$ cat src/rtl/uart_alu_interface_if.sv
// Signal bundle between the UART/ALU sequencer and its rx_uart, ALU and tx_uart neighbours.
interface uart_alu_interface_if #(
    parameter int NB_DATA = 8,
    parameter int NB_OP   = 6
);
    logic               i_rx_done_tick;
    logic [NB_DATA-1:0] i_rx_data;
    logic [NB_DATA-1:0] i_alu_result;
    logic               i_tx_done_tick;
    logic [NB_DATA-1:0] o_alu_a;
    logic [NB_DATA-1:0] o_alu_b;
    logic [NB_OP-1:0]   o_alu_op;
    logic [NB_DATA-1:0] o_tx_data;
    logic               o_tx_start;
    logic               o_busy;
    logic               o_timeout;
    logic               o_overrun;

    modport slave (
        input  i_rx_done_tick, i_rx_data, i_alu_result, i_tx_done_tick,
        output o_alu_a, o_alu_b, o_alu_op, o_tx_data, o_tx_start,
               o_busy, o_timeout, o_overrun
    );

    modport master (
        output i_rx_done_tick, i_rx_data, i_alu_result, i_tx_done_tick,
        input  o_alu_a, o_alu_b, o_alu_op, o_tx_data, o_tx_start,
               o_busy, o_timeout, o_overrun
    );
endinterface

$ cat src/rtl/uart_alu_interface.sv
// Sequencer: collects A, B and opcode bytes from rx_uart, drives the ALU and
// hands the latched result to tx_uart, with inter-byte timeout and overrun flag.
module uart_alu_interface #(
    parameter int NB_DATA    = 8,
    parameter int NB_OP      = 6,
    parameter int NB_TIMEOUT = 20,
    parameter int N_TIMEOUT  = 1000000
) (
    input  logic                 i_clock,
    input  logic                 i_reset,
    uart_alu_interface_if.slave  bus
);
    typedef enum logic [2:0] {
        WAIT_A  = 3'd0,
        WAIT_B  = 3'd1,
        WAIT_OP = 3'd2,
        EXEC    = 3'd3,
        WAIT_TX = 3'd4
    } state_t;

    localparam logic [NB_TIMEOUT-1:0] CNT_LAST = NB_TIMEOUT'(N_TIMEOUT - 1);

    state_t                state_q, state_d;
    logic [NB_TIMEOUT-1:0] cnt_q, cnt_d;
    logic [NB_DATA-1:0]    alu_a_q, alu_a_d;
    logic [NB_DATA-1:0]    alu_b_q, alu_b_d;
    logic [NB_OP-1:0]      alu_op_q, alu_op_d;
    logic [NB_DATA-1:0]    tx_data_q, tx_data_d;
    logic                  tx_start_q, tx_start_d;
    logic                  busy_q, busy_d;
    logic                  timeout_q, timeout_d;
    logic                  overrun_q, overrun_d;

    always_ff @(posedge i_clock or negedge i_reset) begin
        if (!i_reset) begin
            state_q    <= WAIT_A;
            cnt_q      <= '0;
            alu_a_q    <= '0;
            alu_b_q    <= '0;
            alu_op_q   <= '0;
            tx_data_q  <= '0;
            tx_start_q <= 1'b0;
            busy_q     <= 1'b0;
            timeout_q  <= 1'b0;
            overrun_q  <= 1'b0;
        end else begin
            state_q    <= state_d;
            cnt_q      <= cnt_d;
            alu_a_q    <= alu_a_d;
            alu_b_q    <= alu_b_d;
            alu_op_q   <= alu_op_d;
            tx_data_q  <= tx_data_d;
            tx_start_q <= tx_start_d;
            busy_q     <= busy_d;
            timeout_q  <= timeout_d;
            overrun_q  <= overrun_d;
        end
    end

    always_comb begin
        state_d    = state_q;
        cnt_d      = '0;
        alu_a_d    = alu_a_q;
        alu_b_d    = alu_b_q;
        alu_op_d   = alu_op_q;
        tx_data_d  = tx_data_q;
        tx_start_d = 1'b0;
        timeout_d  = 1'b0;
        overrun_d  = overrun_q;

        case (state_q)
            WAIT_A: begin
                if (bus.i_rx_done_tick) begin
                    alu_a_d = bus.i_rx_data;
                    state_d = WAIT_B;
                end
            end
            // An arriving byte takes priority over an expiring timeout.
            WAIT_B: begin
                if (bus.i_rx_done_tick) begin
                    alu_b_d = bus.i_rx_data;
                    state_d = WAIT_OP;
                end else if (cnt_q == CNT_LAST) begin
                    timeout_d = 1'b1;
                    state_d   = WAIT_A;
                end else begin
                    cnt_d = cnt_q + NB_TIMEOUT'(1);
                end
            end
            WAIT_OP: begin
                if (bus.i_rx_done_tick) begin
                    alu_op_d = bus.i_rx_data[NB_OP-1:0];
                    state_d  = EXEC;
                end else if (cnt_q == CNT_LAST) begin
                    timeout_d = 1'b1;
                    state_d   = WAIT_A;
                end else begin
                    cnt_d = cnt_q + NB_TIMEOUT'(1);
                end
            end
            EXEC: begin
                tx_data_d  = bus.i_alu_result;
                tx_start_d = 1'b1;
                state_d    = WAIT_TX;
                if (bus.i_rx_done_tick) begin
                    overrun_d = 1'b1;
                end
            end
            WAIT_TX: begin
                if (bus.i_tx_done_tick) begin
                    if (bus.i_rx_done_tick) begin
                        alu_a_d = bus.i_rx_data;
                        state_d = WAIT_B;
                    end else begin
                        state_d = WAIT_A;
                    end
                end else if (bus.i_rx_done_tick) begin
                    overrun_d = 1'b1;
                end
            end
            default: begin
                state_d = WAIT_A;
            end
        endcase

        busy_d = (state_d != WAIT_A);
    end

    assign bus.o_alu_a    = alu_a_q;
    assign bus.o_alu_b    = alu_b_q;
    assign bus.o_alu_op   = alu_op_q;
    assign bus.o_tx_data  = tx_data_q;
    assign bus.o_tx_start = tx_start_q;
    assign bus.o_busy     = busy_q;
    assign bus.o_timeout  = timeout_q;
    assign bus.o_overrun  = overrun_q;
endmodule

$ cat src/flat_wrapper.sv
// flat-port wrapper written by rule: the top's interface ports become plain ports
module uart_alu_interface_flat 
#(
    parameter int NB_DATA    = 8,
    parameter int NB_OP      = 6,
    parameter int NB_TIMEOUT = 20,
    parameter int N_TIMEOUT  = 1000000
)
  (i_clock, i_reset, bus_i_rx_done_tick, bus_i_rx_data, bus_i_alu_result, bus_i_tx_done_tick, bus_o_alu_a, bus_o_alu_b, bus_o_alu_op, bus_o_tx_data, bus_o_tx_start, bus_o_busy, bus_o_timeout, bus_o_overrun);
  uart_alu_interface_if #(.NB_DATA(NB_DATA), .NB_OP(NB_OP)) bus_i ();
  input  logic i_clock;
  input  logic i_reset;
  input wire logic [$bits(bus_i.i_rx_done_tick)-1:0] bus_i_rx_done_tick;
  input wire logic [$bits(bus_i.i_rx_data)-1:0] bus_i_rx_data;
  input wire logic [$bits(bus_i.i_alu_result)-1:0] bus_i_alu_result;
  input wire logic [$bits(bus_i.i_tx_done_tick)-1:0] bus_i_tx_done_tick;
  output wire logic [$bits(bus_i.o_alu_a)-1:0] bus_o_alu_a;
  output wire logic [$bits(bus_i.o_alu_b)-1:0] bus_o_alu_b;
  output wire logic [$bits(bus_i.o_alu_op)-1:0] bus_o_alu_op;
  output wire logic [$bits(bus_i.o_tx_data)-1:0] bus_o_tx_data;
  output wire logic [$bits(bus_i.o_tx_start)-1:0] bus_o_tx_start;
  output wire logic [$bits(bus_i.o_busy)-1:0] bus_o_busy;
  output wire logic [$bits(bus_i.o_timeout)-1:0] bus_o_timeout;
  output wire logic [$bits(bus_i.o_overrun)-1:0] bus_o_overrun;
  assign bus_i.i_rx_done_tick = bus_i_rx_done_tick;
  assign bus_i.i_rx_data = bus_i_rx_data;
  assign bus_i.i_alu_result = bus_i_alu_result;
  assign bus_i.i_tx_done_tick = bus_i_tx_done_tick;
  assign bus_o_alu_a = bus_i.o_alu_a;
  assign bus_o_alu_b = bus_i.o_alu_b;
  assign bus_o_alu_op = bus_i.o_alu_op;
  assign bus_o_tx_data = bus_i.o_tx_data;
  assign bus_o_tx_start = bus_i.o_tx_start;
  assign bus_o_busy = bus_i.o_busy;
  assign bus_o_timeout = bus_i.o_timeout;
  assign bus_o_overrun = bus_i.o_overrun;
  uart_alu_interface #(.NB_DATA(NB_DATA), .NB_OP(NB_OP), .NB_TIMEOUT(NB_TIMEOUT), .N_TIMEOUT(N_TIMEOUT)) u_core (.i_clock(i_clock), .i_reset(i_reset), .bus(bus_i));
endmodule
$ cat config.mk
export PLATFORM = sky130hd
export DESIGN_NAME = uart_alu_interface_flat
export DESIGN_NICKNAME = d
export VERILOG_FILES = /design/src/rtl/uart_alu_interface_if.sv /design/src/rtl/uart_alu_interface.sv /design/src/flat_wrapper.sv
export SDC_FILE = /design/constraint.sdc
export NUM_CORES = 1
export LEC_CHECK = 0
export CAP_MARGIN = 20
export CORE_MARGIN = 4
export CORE_UTILIZATION = 45
export CTS_CLUSTER_SIZE = 40
export DETAILED_ROUTE_END_ITERATION = 8
export PLACE_DENSITY = 0.78
export SETUP_SLACK_MARGIN = 0.05
export SYNTH_ARGS = -nofsm -noshare
export SYNTH_HDL_FRONTEND = slang
export SYNTH_SLANG_ARGS = --single-unit
export TNS_END_PERCENT = 30
$ cat constraint.sdc
create_clock -name i_clock -period 6 [get_ports i_clock]
set_input_delay 1.2 -clock i_clock [delete_from_list [all_inputs] [get_ports i_clock]]
set_output_delay 1.2 -clock i_clock [all_outputs]
set_load 0.005 [all_outputs]
==> flow_summary.ini <==
[sta]
whs_ns = 0.461
skew_ns = 0.0108
relSlewSlack = 0.464
worstMarginPinSlew_ns = 0.804
finalHoldViolations = 0
drv_slew = 0
grt_setup_unrepaired = no
period_share = 0.454
fmax_mhz = 367
finalSetupViolations = 0
setup-tns-final_ns = 0
min_period_ns = 2.73

[logic_synthesis]
netlist_top_cells_area = dfrtp_1, mux2_2, xnor2_1
ys_ff_latch = 57
avgSynthCellArea_sq_um = 12.3
synth-seq-area-share = 0.584
synth_top_area_share = 0.584
synth_cell_types = 35
syn-num-nets = 219
postSynth.asyncResetShare = 1.00
synth_ff_type = dfrtp_1
syn_area_sq_mm = 0.00244
synth_edf_count = 0
postSynthCellCount = 198
yosysWarnings = 0
yosys.area.top_type = dfrtp_1

[outcome]
status = complete, no violations

[floorplanning]
fp.dieH_um = 81.7
core-area_sq_mm = 0.00517
ioPinCount = 54
initial_core_util = 0.472
design.die.area_sq_mm = 0.00667
die_x_um = 81.7
num_rows = 26

[power]
powerDensity_mw_per_mm2 = 447
ir_worst_vdd_uv = 272
p_leak_nw = 1.30

[placed_design]
routabilityCongestion = 0.812
dpl.hpwl_mm = 3.36
port_buffers = 53

[critical_path]
path_buf_inv = 1
r2r_cells = 4
crit_type = input pin to flip-flop
slowest_delay_ns = 0.61
cp-start-kind = input pin
path_max_fanout = 8
reg2reg_to = u_core.cnt_q[11]$_DFF_PN0_
cp.required_ns = 6.22
crit_arrival_ns = 2.94
crit_slowest_cell = clkdlybuf4s50_1
cp_cell_sequence = clkdlybuf4s50_1, nand2_1, nor2_1, mux2_2
cp.depth = 4
endpoint_kind = flip-flop
reg2reg_from = u_core.cnt_q[6]$_DFF_PN0_
reg2reg_slack_ns = 3.51
crit_family = simple AND/OR/NAND/NOR gates

[route]
routedWlPerCell_um = 14.7
via_per_inst = 5.27
ant_nets = 0
dr.first_iter.drc_count = 89
drtPass1Iterations = 4
route.detailed.drc = 0
drt-total-wl_mm = 4.87
num_vias = 1751

[clock_tree]
cts_sinks = 57
cts_tree = yes
cts_hold_buf = 0
postCtsSetupBuffers = 0
numCtsBuffers = 9
cts_resized = 0
htreeDepth = 3
cts.clk_slew.worst_paths_ns = 0.06
clk-insertion-delay-late_ns = 0.33
cts_buffer_depth = 2
cts_root_buffer = clkbuf_8

[flow_run]
maxCapViolations = 0

[min_path]
hp-class = flip-flop to flip-flop
holdPathEnd = u_core.bus.o_overrun$_DFFE_PN0P_
holdPathStages = 1
min_from = u_core.bus.o_overrun$_DFFE_PN0P_

[final_layout]
drive_gt1_frac = 0.191
insertedDiodeCount = 0
syn_to_final_growth_pct = 32.4
mostFrequentLayoutCells = dfrtp_1, clkdlybuf4s50_1, mux2_2
final_common_cell = dfrtp_1
nNetsFinal = 278
n_fill_cell = 384
post-route-util = 0.625

[grt]
grt_max_degree = 58
grt_pass1_vias = 1741
grt_usage = 0.171
antenna_found_initial = 0
grt_pass1_wl_mm = 8.46
overflow = 0
through the flow:
step / cells / setup WS (ns) / cell area, sq um / power, W
after CTS: 332 / 3.29 / 3230 / 0.00147
final: 332 / 3.27 / 3230 / 0.00144
after detailed placement: 316 / 2.94 / 3030 / 0.00109
after global routing: 332 / 3.19 / 3230 / 0.00154
after global placement: 316 / 3.01 / 3030 / 0.00108
after floorplan: 198 / 3.55 / 2440 / 0.000806
cell type report:
cell class	instances	area (sq um)	area share
Tap cell	70	87.6	0.0271
Clock inverter	2	35.0	0.0108
Clock buffer	14	173	0.0534
Timing Repair Buffer	54	533	0.165
Multi-Input combinational cell	130	960	0.297
Sequential cell	57	1430	0.441
Inverter	5	18.8	0.00580
cells by family (layout without fill, tap and decap cells):
family | Yosys count | count (layout) | synth area share
AND/OR/NAND/NOR | 69 | 69 | 0.155
flip-flops | 57 | 57 | 0.584
multiplexers | 30 | 30 | 0.138
AO/OA/AOI/OAI | 16 | 16 | 0.0446
XOR/XNOR | 14 | 14 | 0.0502
buffers and inverters | 11 | 75 | 0.0231
adder cells (fa/ha/maj) | 1 | 1 | 0.00512
registers in the layout (all words and copies together) (netlist names):
register               cells
u_core.bus.o_alu_a         8
u_core.cnt_q              20
u_core.bus.o_timeout       1
u_core.bus.o_alu_b         8
u_core.bus.o_tx_data       8
u_core.bus.o_busy          1
u_core.bus.o_tx_start      1
u_core.bus.o_alu_op        6
u_core.bus.o_overrun       1
u_core.state_q             3
how the worst max path moves through the flow:
| stage | from | end | slack (ns) |
|---|---|---|---|
| 2_1_floorplan | bus_i_rx_done_tick | u_core.bus.o_alu_b[0]$_DFFE_PN0P_ | 3.55 |
| 3_3_place_gp | bus_i_rx_done_tick | u_core.bus.o_alu_b[3]$_DFFE_PN0P_ | 3.01 |
| 3_5_place_dp | bus_i_rx_done_tick | u_core.bus.o_alu_b[7]$_DFFE_PN0P_ | 2.94 |
| 4_1_cts | bus_i_rx_done_tick | u_core.bus.o_alu_b[7]$_DFFE_PN0P_ | 3.29 |
| 5_1_grt | bus_i_rx_done_tick | u_core.bus.o_alu_b[7]$_DFFE_PN0P_ | 3.19 |
| 6_report | bus_i_rx_done_tick | u_core.bus.o_alu_b[7]$_DFFE_PN0P_ | 3.27 |
per-layer routing:
metal	part of all wire	vias up	GRT usage
li1	-	827	-
met1	0.42	871	0.207
met2	0.51	43	0.272
met3	0.051	10	0.0603
met4	0.021	0	0.0847
met5	0	-	0
synth_stat cells (2+ instances only):
library cell,count
a21oi_1,4
buf_6,2
clkbuf_1,4
dfrtp_1,57
inv_1,5
mux2_2,30
nand2_1,7
nand2b_1,4
nand3_1,10
nand4_1,4
nor2_1,20
nor3_1,4
nor4_1,4
o21ai_0,3
o221ai_1,2
o31ai_1,2
or3_1,5
or4_1,2
xnor2_1,10
xor2_1,4
power breakdown:
group          switching, W  total [W]  internal, W
Combinational      0.000169   0.000491     0.000323
Sequential        0.0000739   0.000584     0.000510
Clock              0.000144   0.000369     0.000225
Total              0.000386    0.00144      0.00106
(Power assumes the default switching activity.)
